$ cat config.mk
export PLATFORM = sky130hd
export DESIGN_NAME = dio_download_bridge
export DESIGN_NICKNAME = d
export VERILOG_FILES = /design/src/rtl/dio_download_bridge.sv
export SDC_FILE = /design/constraint.sdc
export NUM_CORES = 1
export LEC_CHECK = 0
export BUFFER_PORTS_ARGS = -buffer_cell sky130_fd_sc_hd__buf_4
export CORE_ASPECT_RATIO = 0.5
export CORE_MARGIN = 8
export CORE_UTILIZATION = 25
export DETAILED_ROUTE_END_ITERATION = 8
export PLACE_DENSITY = 0.46
export SLEW_MARGIN = 20
export SYNTH_ARGS = -nofsm -noshare
export SYNTH_HDL_FRONTEND = slang
export SYNTH_SLANG_ARGS = --single-unit
$ cat constraint.sdc
create_clock -name clk_sys -period 7.85 [get_ports clk_sys]
set_input_delay 1.1775 -clock clk_sys [delete_from_list [all_inputs] [get_ports clk_sys]]
set_output_delay 1.1775 -clock clk_sys [all_outputs]
set_load 0.005 [all_outputs]
$ cat src/rtl/dio_download_bridge.sv
// Packs the 8-bit hps_io download stream into 16-bit SDRAM words written through the download slot.
// Optional `DIO_CHECKSUM_EN adds a running 16-bit sum of written words on dio_checksum.
`timescale 1ns/1ps
module dio_download_bridge #(
    parameter logic [20:0] ROM_BASE = 21'h000000,
    parameter logic [20:0] INT_BASE = 21'h080000,
    parameter logic [20:0] EXT_BASE = 21'h100000,
    parameter int unsigned DS_BYTES = 819200,
    parameter int unsigned SS_BYTES = 409600
) (
    input  logic        clk_sys,
    input  logic        reset,
    input  logic        ioctl_download,
    input  logic [7:0]  ioctl_index,
    input  logic        ioctl_wr,
    input  logic [24:0] ioctl_addr,
    input  logic [7:0]  ioctl_dout,
    output logic        ioctl_wait,
    input  logic        dio_slot,
    output logic        mem_cycle,
    output logic [20:0] mem_addr,
    output logic [15:0] mem_data,
    output logic        mem_we,
    input  logic [1:0]  disk_eject,
    output logic [1:0]  dsk_ins,
    output logic [1:0]  dsk_ds,
    output logic [15:0] dio_checksum
);

    typedef enum logic [1:0] {StIdle, StPend, StArmed, StWrite} state_e;

    localparam logic [24:0] DsCnt = 25'(DS_BYTES);
    localparam logic [24:0] SsCnt = 25'(SS_BYTES);

    state_e      state_q, state_d;
    logic        dl_q;
    logic [7:0]  index_q, index_d;
    logic        half_q, half_d;
    logic [7:0]  hi_q, hi_d;
    logic [20:0] hi_addr_q, hi_addr_d;
    logic [24:0] cnt_q, cnt_d;
    logic        flush_q, flush_d;
    logic [20:0] addr_q, addr_d;
    logic [15:0] data_q, data_d;
    logic [1:0]  ins_q, ins_d;
    logic [1:0]  ds_q, ds_d;

    logic        dl_start, dl_end, idx_ok, accept, finishing, size_ds, size_ss, write_done;
    logic [20:0] base_sel, word_addr;
    logic        unused_addr;

    assign unused_addr = ^ioctl_addr[24:22];

    always_comb begin
        case (ioctl_index)
            8'd1:    base_sel = INT_BASE;
            8'd2:    base_sel = EXT_BASE;
            default: base_sel = ROM_BASE;
        endcase
    end

    assign idx_ok     = ioctl_index < 8'd3;
    assign word_addr  = ioctl_addr[21:1] + base_sel;
    assign dl_start   = ioctl_download & ~dl_q;
    assign dl_end     = dl_q & ~ioctl_download;
    assign ioctl_wait = state_q != StIdle;
    assign accept     = ioctl_download & ioctl_wr & idx_ok & ~ioctl_wait;
    // Flush/flag latch waits for any in-flight word to retire first.
    assign finishing  = (dl_end | flush_q) & (state_q == StIdle);
    assign size_ds    = cnt_q == DsCnt;
    assign size_ss    = cnt_q == SsCnt;
    assign write_done = (state_q == StWrite) & ~dio_slot;

    assign mem_cycle = dio_slot & (ioctl_download | flush_q);
    // ARMED already saw the slot low, so asserting here covers the slot from its first cycle.
    assign mem_we    = mem_cycle & ((state_q == StArmed) | (state_q == StWrite));
    assign mem_addr  = addr_q;
    assign mem_data  = data_q;
    assign dsk_ins   = ins_q;
    assign dsk_ds    = ds_q;

    always_comb begin
        state_d   = state_q;
        index_d   = index_q;
        half_d    = half_q;
        hi_d      = hi_q;
        hi_addr_d = hi_addr_q;
        cnt_d     = cnt_q;
        flush_d   = flush_q;
        addr_d    = addr_q;
        data_d    = data_q;
        ins_d     = ins_q;
        ds_d      = ds_q;

        if (ioctl_download) index_d = ioctl_index;
        if (dl_start) begin
            cnt_d  = '0;
            half_d = 1'b0;
        end

        case (state_q)
            StPend:  if (!dio_slot) state_d = StArmed;
            StArmed: if (dio_slot) state_d = StWrite;
            StWrite: if (!dio_slot) state_d = StIdle;
            default: ;
        endcase

        if (accept) begin
            cnt_d = cnt_d + 25'd1;
            if (!ioctl_addr[0]) begin
                hi_d      = ioctl_dout;
                hi_addr_d = word_addr;
                half_d    = 1'b1;
            end else begin
                data_d  = {hi_q, ioctl_dout};
                addr_d  = word_addr;
                half_d  = 1'b0;
                state_d = StPend;
            end
        end

        if (dl_end) flush_d = 1'b1;
        if (finishing) begin
            if (half_q) begin
                data_d  = {hi_q, 8'h00};
                addr_d  = hi_addr_q;
                half_d  = 1'b0;
                state_d = StPend;
                flush_d = 1'b1;
            end else begin
                flush_d = 1'b0;
                if (index_q == 8'd1) begin
                    ins_d[0] = size_ds | size_ss;
                    ds_d[0]  = size_ds;
                end else if (index_q == 8'd2) begin
                    ins_d[1] = size_ds | size_ss;
                    ds_d[1]  = size_ds;
                end
            end
        end

        ins_d = ins_d & ~disk_eject;
        ds_d  = ds_d & ~disk_eject;
    end

    always_ff @(posedge clk_sys or posedge reset) begin
        if (reset) begin
            state_q   <= StIdle;
            dl_q      <= 1'b0;
            index_q   <= '0;
            half_q    <= 1'b0;
            hi_q      <= '0;
            hi_addr_q <= '0;
            cnt_q     <= '0;
            flush_q   <= 1'b0;
            addr_q    <= '0;
            data_q    <= '0;
            ins_q     <= '0;
            ds_q      <= '0;
        end else begin
            state_q   <= state_d;
            dl_q      <= ioctl_download;
            index_q   <= index_d;
            half_q    <= half_d;
            hi_q      <= hi_d;
            hi_addr_q <= hi_addr_d;
            cnt_q     <= cnt_d;
            flush_q   <= flush_d;
            addr_q    <= addr_d;
            data_q    <= data_d;
            ins_q     <= ins_d;
            ds_q      <= ds_d;
        end
    end

`ifdef DIO_CHECKSUM_EN
    logic [15:0] csum_q, csum_d;

    always_comb begin
        csum_d = csum_q;
        if (dl_start) csum_d = '0;
        else if (write_done) csum_d = csum_q + data_q;
    end

    always_ff @(posedge clk_sys or posedge reset) begin
        if (reset) csum_q <= '0;
        else       csum_q <= csum_d;
    end

    assign dio_checksum = csum_q;
`else
    logic unused_write_done;
    assign unused_write_done = write_done;
    assign dio_checksum      = 16'h0000;
`endif

endmodule

==> flow_metrics.env <==
export IMPL_outcome="finished, final reports clean"
export IMPL_die_w_um=214
export IMPL_seq_area_frac_synth_pct=55.1
export IMPL_rows=36
export IMPL_min_delay_start="hi_addr_q[20]"
export IMPL_dp_slack_ns=4.43
export IMPL_drive_gt1_share_pct=29.7
export IMPL_whs_path_depth=2
export IMPL_cts_max_level=3
export IMPL_routed_via_density=4.44
export IMPL_placed_cells=806
export IMPL_fin_cells=821
export IMPL_clockBufferDepth=2
export IMPL_drtPass1Iterations=4
export IMPL_syn_to_final_growth_pct=24.9
export IMPL_power_mw=1.24
export IMPL_design_die_area_um2=24600
export IMPL_cts_setup_buffers=0
export IMPL_vias=3643
export IMPL_nNetsFinal=601
export IMPL_antenna_found_initial=0
export IMPL_setup_ws_ns=4.79
export IMPL_wire_per_inst_um=15.1
export IMPL_leakagePower_nw=2.84
export IMPL_mostFrequentLayoutCells="108 x dfrtp_1, 95 x buf_4, 73 x nand2_1"
export IMPL_r2r_cells=5
export IMPL_ys_flop_type="dfrtp_1"
export IMPL_cp_data_arrival_time_ns=3.28
export IMPL_cts_buffers=9
export IMPL_worst_hold_path_type="reg2reg"
export IMPL_path_class="in2reg"
export IMPL_dpl_hpwl_um=8650
export IMPL_initial_core_util_pct=25.3
export IMPL_min_to="mem_addr[20]"
export IMPL_cts_num_sinks=108
export IMPL_synth_area_um2=4910
export IMPL_synth_top_area_share_pct=55.1
export IMPL_power_density_nw_per_um2=203
export IMPL_clk_latency_ns=0.35
export IMPL_synth_top_cell_by_area="dfrtp_1"
export IMPL_diodes=0
export IMPL_core_um2=19400
export IMPL_cts_root_buf="clkbuf_16"
export IMPL_io_buffer_count=88
export IMPL_tightest_slew_ns=0.944
export IMPL_tritoncts="built"
export IMPL_finalSetupViolCount=0
export IMPL_ys_seq_elements=108
export IMPL_grt_pass1_vias=3713
export IMPL_ir_drop_mv=0.109
export IMPL_fp_dieH_um=115
export IMPL_grt_max_degree=73
export IMPL_critical_path_required_ns=8.07
export IMPL_grt_total_usage_pct=10.3
export IMPL_finalHoldViolCount=0
export IMPL_cts_repair_resized=0
export IMPL_finalWeightedCongestion=0.723
export IMPL_finalCritPeriodShare_pct=39.0
export IMPL_mostFrequentLayoutCell="dfrtp_1"
export IMPL_r2r_start="state_q[1]"
export IMPL_rsz0062_at_grt="false"
export IMPL_ant_nets=0
export IMPL_drt_iter0_drc=179
export IMPL_fin_tns_setup_ns=0
export IMPL_grt_pass1_wl_um=20600
export IMPL_cts_hold_buffers_added=0
export IMPL_synth_area_leaders="dfrtp_1 55%, mux2_2 10%, nand2_1 5.6%"
export IMPL_maxCapViolCount=0
export IMPL_rrSetupSlack_ns=5.39
export IMPL_r2r_end="hi_addr_q[12]"
export IMPL_fmax_mhz=327
export IMPL_min_period_ns=3.06
export IMPL_avgSynthCellArea_um2=10.5
export IMPL_syn_inst=466
export IMPL_worstPathMaxFanout=14
export IMPL_synth_edf_count=0
export IMPL_grt_ovfl_total=0
export IMPL_finalHoldWorstSlack_ns=0.496
export IMPL_drc_errors=0
export IMPL_io_pins=108
export IMPL_drt_total_wl_um=12400
export IMPL_maxSlewViolCount=0
export IMPL_fin_worst_skew_ns=0.00990
export IMPL_yosysWarnings=0
export IMPL_fill_cells=2031
export IMPL_clk_pin_slew_ns=0.08
export IMPL_endpoint_kind="register"
export IMPL_ys_types=47
export IMPL_synthArstFlopShare_pct=100
export IMPL_startpoint_type="input pin"
export IMPL_maxSlewHeadroom_pct=37.1
[worst max-delay path by stage]
stage,depth (start not counted),start,to,slack (ns)
finish,8,ioctl_download,cnt_q[24],4.79
global route,8,ioctl_download,cnt_q[20],4.66
CTS,6,ioctl_index[7],hi_q[7],4.81
detailed placement,6,ioctl_index[7],hi_addr_q[12],4.43
global placement,6,ioctl_index[7],hi_q[2],4.44
floorplan,1,reset,cnt_q[0],3.83
[metal layers]
metal,up-vias,global-route usage (%),part of all wire (%)
met5,-,0,0
met4,0,2.04,0.79
met3,9,2.73,3.5
met2,49,18.1,50
met1,1826,12.7,46
li1,1759,-,-
[flip-flops by register name, indices dropped and copies added, names as in the netlist]
name,flops
flush_q,1
index_q,8
dsk_ins,2
mem_data,16
hi_q,8
mem_addr,21
cnt_q,25
hi_addr_q,21
half_q,1
state_q,2
dsk_ds,2
dl_q,1
[critical path, stage by stage]
cell and delay [ns]:
buf_4 0.17, nand2b_1 0.24, and2_1 0.22, ha_1 0.25, inv_1 0.11, nor4_1 0.80
a31o_2 0.26, a21oi_1 0.06
[cells in the mapped netlist (all sizes together), types with 2 or more instances]
cell,count
buf,24
nand2b,2
mux2i,4
nor2b,2
or3,10
nor2,43
o21ai,11
xnor2,11
nor3,7
and4,2
inv,7
nand4b,2
clkbuf,12
a31oi,21
dfrtp,108
mux2,45
a21oi,21
or4,2
and2,4
nand3,10
xor2,3
nor3b,4
nor4,9
ha,2
nand3b,2
and3,2
nand4,11
nand2,74
[cell type report]
type | count | area [um^2] | area share (%)
clock buffer | 9 | 225 | 3.67
clock inverter | 6 | 96.3 | 1.57
inverter | 7 | 28.8 | 0.470
multi-input combinational | 330 | 2030 | 33.1
sequential | 108 | 2700 | 44.1
tap | 266 | 333 | 5.43
timing repair buffer | 95 | 713 | 11.6
[cell families after synthesis]
| logic type | synth area share (%) |
|---|---|
| AOI/OAI and AO/OA | 6.94 |
| xor gates and xnor gates | 2.50 |
| adders and majority gates | 0.510 |
| buffers and inverters | 4.74 |
| DFF | 55.1 |
| muxes | 11.1 |
| other | 0.0764 |
| and+or+nand+nor | 19.0 |
[report_power, final]
group	total [mW]	internal [mW]	switching [mW]
Sequential	0.613	0.590	0.0225
Clock	0.501	0.282	0.218
Combinational	0.130	0.0695	0.0609
[stage by stage]
step	utilization [%]	cell area, um^2
global route	31.6	6130
floorplan	-	4960
finish	31.6	6130
detailed placement	30.0	5810
CTS	31.6	6130
global placement	30.0	5810
Power figures use the tool's default switching activity.
